==> config.mk <==
export PLATFORM = sky130hd
export DESIGN_NAME = param_updown_counter
export DESIGN_NICKNAME = d
export VERILOG_FILES = /design/src/rtl/counter_pkg.sv /design/src/rtl/counter_prescaler.sv /design/src/rtl/param_updown_counter.sv
export SDC_FILE = /design/constraint.sdc
export NUM_CORES = 1
export LEC_CHECK = 0
export CORE_UTILIZATION = 50
export DETAILED_ROUTE_END_ITERATION = 7
export DONT_BUFFER_PORTS = 1
export PLACE_DENSITY = 0.63
export SYNTH_ARGS = -nofsm -noshare
export SYNTH_HDL_FRONTEND = slang
export SYNTH_SLANG_ARGS = --single-unit
export TNS_END_PERCENT = 20
==> constraint.sdc <==
create_clock -name clk -period 9 [get_ports clk]
set_input_delay 0.9 -clock clk [delete_from_list [all_inputs] [get_ports clk]]
set_output_delay 0.9 -clock clk [all_outputs]
set_load 0.05 [all_outputs]
==> src/rtl/counter_pkg.sv <==
// counter_pkg
//   Shared definitions for param_updown_counter and its prescaler.
//   - MODE_*  : encodings of the 2-bit mode input. The unused code 3 is
//               treated as WRAP by the counter.
//   - state_t : one-shot controller state encoding.
package counter_pkg;

  localparam logic [1:0] MODE_WRAP    = 2'd0;
  localparam logic [1:0] MODE_SAT     = 2'd1;
  localparam logic [1:0] MODE_ONESHOT = 2'd2;

  typedef enum logic [1:0] {
    IDLE = 2'd0,
    RUN  = 2'd1,
    DONE = 2'd2
  } state_t;

endpackage

==> src/rtl/counter_prescaler.sv <==
// counter_prescaler
//   Divides the enabled clock down to a single-cycle tick every div+1
//   enabled cycles. The phase counter freezes while en is low, so an
//   interrupted interval resumes exactly where it stopped.
//
// Ports
//   clk   in   clock, rising edge
//   rst   in   synchronous active-high reset, clears the phase counter
//   en    in   advance enable
//   clr   in   synchronous phase clear (load / accepted start)
//   div   in   divisor minus one; 0 gives a tick on every enabled cycle
//   tick  out  combinational tick, high when en=1 and phase == div
module counter_prescaler #(
  parameter int PRESC_W = 4
) (
  input  logic               clk,
  input  logic               rst,
  input  logic               en,
  input  logic               clr,
  input  logic [PRESC_W-1:0] div,
  output logic               tick
);

  logic [PRESC_W-1:0] phase;

  assign tick = en & (phase == div);

  always_ff @(posedge clk) begin
    if (rst || clr) begin
      phase <= '0;
    end else if (tick) begin
      phase <= '0;
    end else if (en) begin
      // If div is lowered below the current phase, the counter runs
      // through the wrap of its range before it matches again.
      phase <= phase + PRESC_W'(1);
    end
  end

endmodule

==> src/rtl/param_updown_counter.sv <==
// param_updown_counter
//   General-purpose up/down event counter with a programmable upper
//   limit, parallel load, clock prescaler and three end-of-count modes
//   (wrap, saturate, one-shot with start/busy/done handshake).
//
//   Per-cycle priority: rst > load > start > tick step.
//
//   One-shot controller states:
//     state | meaning
//     IDLE  | not running; count holds; also the state outside ONESHOT
//     RUN   | one-shot run in progress; count steps on ticks; busy=1
//     DONE  | run reached the terminal value; count holds; done=1
//
// Ports
//   clk        in   clock, rising edge
//   rst        in   synchronous active-high reset
//   en         in   global enable; 0 freezes prescaler, count and FSM
//   up         in   direction, 1 = up, 0 = down
//   mode       in   0 WRAP, 1 SAT, 2 ONESHOT, 3 behaves as WRAP
//   load       in   parallel-load strobe
//   load_val   in   value taken on load
//   limit      in   upper terminal value (lower terminal is 0)
//   presc_div  in   tick every presc_div+1 enabled cycles
//   start      in   one-shot start strobe
//   count      out  registered count
//   tc         out  registered one-cycle terminal-count pulse
//   busy       out  one-shot run in progress
//   done       out  one-shot completed (level)
module param_updown_counter
  import counter_pkg::*;
#(
  parameter int WIDTH   = 8,
  parameter int PRESC_W = 4
) (
  input  logic               clk,
  input  logic               rst,
  input  logic               en,
  input  logic               up,
  input  logic [1:0]         mode,
  input  logic               load,
  input  logic [WIDTH-1:0]   load_val,
  input  logic [WIDTH-1:0]   limit,
  input  logic [PRESC_W-1:0] presc_div,
  input  logic               start,
  output logic [WIDTH-1:0]   count,
  output logic               tc,
  output logic               busy,
  output logic               done
);

  state_t           state;
  state_t           state_n;

  logic             tick;
  logic             oneshot;
  logic             hold_at_end;
  logic             start_acc;
  logic             step_en;
  logic             presc_clr;
  logic [WIDTH-1:0] term;
  logic [WIDTH-1:0] step_val;
  logic [WIDTH-1:0] count_n;
  logic             tc_n;

  // ---------------------------------------------------------------
  // Prescaler
  // ---------------------------------------------------------------
  assign presc_clr = load | start_acc;

  counter_prescaler #(
    .PRESC_W (PRESC_W)
  ) u_presc (
    .clk  (clk),
    .rst  (rst),
    .en   (en),
    .clr  (presc_clr),
    .div  (presc_div),
    .tick (tick)
  );

  // ---------------------------------------------------------------
  // Qualifiers
  // ---------------------------------------------------------------
  always_comb begin
    oneshot     = (mode == MODE_ONESHOT);
    // One-shot runs stop at the end value, so they share the SAT rule.
    hold_at_end = (mode == MODE_SAT) | oneshot;
    // start is only honoured in ONESHOT, outside a run, and below load.
    start_acc   = oneshot & start & ~load & (state != RUN);
    // en is already folded into tick.
    step_en     = tick & ~load & ~start_acc & (~oneshot | (state == RUN));
    term        = up ? limit : '0;
  end

  // ---------------------------------------------------------------
  // Step value for one tick
  // ---------------------------------------------------------------
  always_comb begin
    step_val = count;
    if (up) begin
      // >= so a count left above a lowered limit still wraps or holds.
      if (count >= limit) begin
        step_val = hold_at_end ? count : '0;
      end else begin
        step_val = count + WIDTH'(1);
      end
    end else begin
      if (count == '0) begin
        step_val = hold_at_end ? '0 : limit;
      end else begin
        step_val = count - WIDTH'(1);
      end
    end
  end

  // ---------------------------------------------------------------
  // Count / tc next values
  // ---------------------------------------------------------------
  always_comb begin
    count_n = count;
    if (load) begin
      count_n = load_val;
    end else if (start_acc) begin
      count_n = up ? '0 : limit;
    end else if (step_en) begin
      count_n = step_val;
    end
  end

  // tc marks arrival at the terminal value. A value that merely stays on
  // the terminal (SAT hold, limit=0 in WRAP up) does not pulse again; the
  // tick that finishes a one-shot run always pulses.
  assign tc_n = step_en & (step_val == term) & ((step_val != count) | oneshot);

  always_ff @(posedge clk) begin
    if (rst) begin
      count <= '0;
      tc    <= 1'b0;
    end else begin
      count <= count_n;
      tc    <= tc_n;
    end
  end

  // ---------------------------------------------------------------
  // One-shot FSM: state register
  // ---------------------------------------------------------------
  always_ff @(posedge clk) begin
    if (rst) begin
      state <= IDLE;
    end else begin
      state <= state_n;
    end
  end

  // ---------------------------------------------------------------
  // One-shot FSM: next state
  // ---------------------------------------------------------------
  always_comb begin
    state_n = state;
    if (!oneshot || load) begin
      state_n = IDLE;
    end else begin
      unique case (state)
        IDLE: begin
          if (start_acc) state_n = RUN;
        end
        RUN: begin
          // Leaves RUN on the same edge that lands count on the terminal,
          // so busy falls in the cycle count first shows that value.
          if (step_en && (step_val == term)) state_n = DONE;
        end
        DONE: begin
          if (start_acc) state_n = RUN;
        end
        default: state_n = IDLE;
      endcase
    end
  end

  // ---------------------------------------------------------------
  // One-shot FSM: outputs
  // ---------------------------------------------------------------
  always_comb begin
    busy = (state == RUN);
    done = (state == DONE);
  end

endmodule

==> flow_summary.ini <==
[run_status]
status = complete, no violations

[setup_path]
cp.arrival_ns = 4.35
cp_slowest_cell = dfxtp_1
critPathMaxFanout = 15
crit_buf_inv = 1
setup.worst_path.class = reg -> reg
endpoint_kind = flop
path_cells = inv_1, ha_1, nor2b_1, o21ai_1, and3_1, nor2_2, a21oi_1, or4b_1, o41ai_1, or4b_1, a21oi_1
cp.required_ns = 9.19
crit_family = simple AND/OR/NAND/NOR gates
max_stage_delay_ns = 0.95
startpoint_type = flop

[timing]
setup_viol = 0
grt_setup_unrepaired = no
tns_ns = 0
fin_worst_skew_ns = 0.00126
slew_violations = 0
worstMarginPinSlew_ns = 1.11
period_minus_slack_ns = 4.16
hold_violations = 0
fin_crit_sh = 0.462
fmax_mhz = 240
relSlewSlack = 0.259

[layout]
drive_gt1_frac = 0.0643
fin_cells = 361
n_antenna_cell = 0
syn_to_final_growth_pct = 2.86
fin_nets = 353

[detailed_routing]
antenna_left = 0
routed_wl_um = 7340
drc = 0
drtIter0Drc = 321
num_vias = 2557
firstDrtPassIters = 7
routedWlPerCell_um = 20.3
vias_per_cell = 7.08

[floorplan]
die_w_um = 68.2
core-area_um2 = 4120
initial_utilization = 0.532
die_y_um = 68.2
die_area_um2 = 4650
rows = 23
io_pins = 39

[hold_path]
hp-class = reg -> reg

[clock_tree]
holdBufCountCts = 0
ctsResizeCount = 0
cts_tree = built
clockRootBuffer = clkbuf_8
cts_inserted_buffers = 3
cts.sinks = 15
clkLatencyLatePin_ns = 0.25
htreeDepth = 1
clk_path_buf_depth = 2
clk_pin_slew_ns = 0.06
post_cts_buffers = 0

[pwr]
swShare = 0.443
power.density_nw_per_um2 = 117
fin_total_pwr_w = 0.000265
power_switching_w = 0.000117
pwr-share-clk = 0.215
ir_drop_v = 0.0000791
sequentialPowerShare = 0.303
p_leak_nw = 0.899
p_comb_frac = 0.482
internal_power_w = 0.000147

[placement]
place.detailed.hpwl_um = 5520
gp_congestion = 0.957
port_buffers = 0
placed_cells = 357

[global_route]
gr-usage-all-layers = 0.337
grt_overflow = 0
grt_pass1_vias = 2215
antenna_found_initial = 0
grt_max_degree = 33
grt_pass1_wl_um = 11500

[job]
maxCapViolations = 0

[logic_synthesis]
synth_edf_count = 0
netlist_area_um2 = 2190
synth_top_flop_cell = dfxtp_1
yosys_warnings = 0
synth_compound_area_frac = 0.339
synth_nets = 362
synth-seq-area-share = 0.137
ys_seq_elements = 15
synth_fa_ha_area_frac = 0.0742
yosys.area_share.simple = 0.308
post_synth_num_cell_types = 62
synth_top_family_by_area = compound AO/OA/AOI/OAI gates
synthCells = 321
synth.area.mux_share = 0.0137
async_flop_share = 0
synth-xor-area-share = 0.0560
avgSynthCellArea_um2 = 6.83
==> final cells by class <==
class	instances	area [um^2]
Fill cell	438	1860
Timing Repair Buffer	5	37.5
Clock buffer	3	41.3
Inverter	20	75.1
Clock inverter	1	5.00
Tap cell	50	62.6
Multi-Input combinational cell	267	1730
Sequential cell	15	300
==> per-layer routing <==
metal	vias up	global-route usage	wire, um
met4	0	0.151	278
met2	172	0.511	3260
li1	1190	-	-
met1	1166	0.455	3080
met3	29	0.0633	726
met5	-	0	0
==> state kept, by name, indices dropped and copies added, names as in the netlist <==
name	cells
tc	1
u_presc.phase	4
count	8
state	2
==> cell families (layout without fill, tap and decap cells) <==
logic type / count (synthesis) / in the layout
adder cells (fa/ha/maj): 13 / 13
XOR/XNOR: 14 / 14
buffers and inverters: 39 / 29
AND/OR/NAND/NOR: 130 / 130
multiplexers: 3 / 3
flip-flops: 15 / 15
AO/OA/AOI/OAI: 107 / 107
==> worst reg2reg max path: cells and delay by family (launching register included) <==
| kind | cells | cell delay [ns] |
|---|---|---|
| AO/OA/AOI/OAI | 4 | 0.70 |
| AND/OR/NAND/NOR | 5 | 1.71 |
| buffers and inverters | 1 | 0.37 |
| flip-flops | 1 | 0.95 |
| adder cells (fa/ha/maj) | 1 | 0.38 |
==> stage by stage <==
step | area (um^2) | util | hold slack, ns | setup WS [ns]
2_1_floorplan | 2190 | - | 0.500 | 5.31
3_3_place_gp | 2210 | 0.536 | 0.479 | 4.99
3_5_place_dp | 2210 | 0.536 | 0.491 | 4.93
6_report | 2250 | 0.548 | 0.497 | 4.84
4_1_cts | 2250 | 0.548 | 0.503 | 4.92
5_1_grt | 2250 | 0.548 | 0.536 | 4.62
==> Yosys cell counts, types with 4 or more instances <==
library cell / count / area [um^2]
a21oi_1: 32 / 160
nand2_1: 27 / 101
nor2_1: 27 / 101
nand3_1: 24 / 120
inv_1: 19 / 71.3
nor3_1: 16 / 80.1
dfxtp_1: 15 / 300
clkbuf_1: 14 / 52.6
o21ai_0: 14 / 70.1
ha_1: 13 / 163
xnor2_1: 9 / 78.8
a211oi_1: 8 / 60.1
and3_1: 5 / 31.3
nand2b_1: 5 / 31.3
o211ai_1: 5 / 37.5
xor2_1: 5 / 43.8
a211o_1: 4 / 35.0
a21o_1: 4 / 30.0
a222oi_1: 4 / 40.0
a22oi_1: 4 / 30.0
a31oi_1: 4 / 25.0
buf_2: 4 / 20.0
==> power by group through the flow <==
| stage | sequential, W | combinational, W | clock, W |
|---|---|---|---|
| 2_1_floorplan | 0.0000841 | 0.0000964 | 0 |
| 3_3_place_gp | 0.0000816 | 0.000124 | 0 |
| 3_5_place_dp | 0.0000816 | 0.000123 | 0 |
| 4_1_cts | 0.0000801 | 0.000124 | 0.0000590 |
| 5_1_grt | 0.0000808 | 0.000138 | 0.0000618 |
| 6_report | 0.0000802 | 0.000128 | 0.0000568 |
==> path summary, 6_finish.rpt <==
path / from / end / slack [ns] / cells past startpoint
worst max-delay path: count[0]$_SDFFE_PP0P_ / state[1]$_SDFFE_PP0P_ / 4.84 / 11
worst max register to register: count[0]$_SDFFE_PP0P_ / state[1]$_SDFFE_PP0P_ / 4.84 / 11
worst min register to register: count[3]$_SDFFE_PP0P_ / count[3]$_SDFFE_PP0P_ / 0.50 / 2
worst min-delay path: count[3]$_SDFFE_PP0P_ / count[3]$_SDFFE_PP0P_ / 0.50 / 2
==> cells in the final DEF, fill, tap and decap left out, drive strengths merged, types with 2 or more instances in the layout <==
master / count
a21oi: 32
nor2: 28
nand2: 27
nand3: 24
inv: 19
nor3: 16
dfxtp: 15
o21ai: 15
ha: 13
xnor2: 9
a211oi: 8
o211ai: 6
nand2b: 5
xor2: 5
and3: 5
buf: 5
a22oi: 4
a211o: 4
a31oi: 4
a222oi: 4
a21o: 4
nor4: 4
or3: 3
or4b: 3
a311oi: 3
o41ai: 3
mux2i: 3
clkbuf: 3
and2: 3
nor4b: 3
nor2b: 2
nand4: 2
or4: 2
a31o: 2
o221a: 2
clkinv: 2
Power figures use the tool's default switching activity.
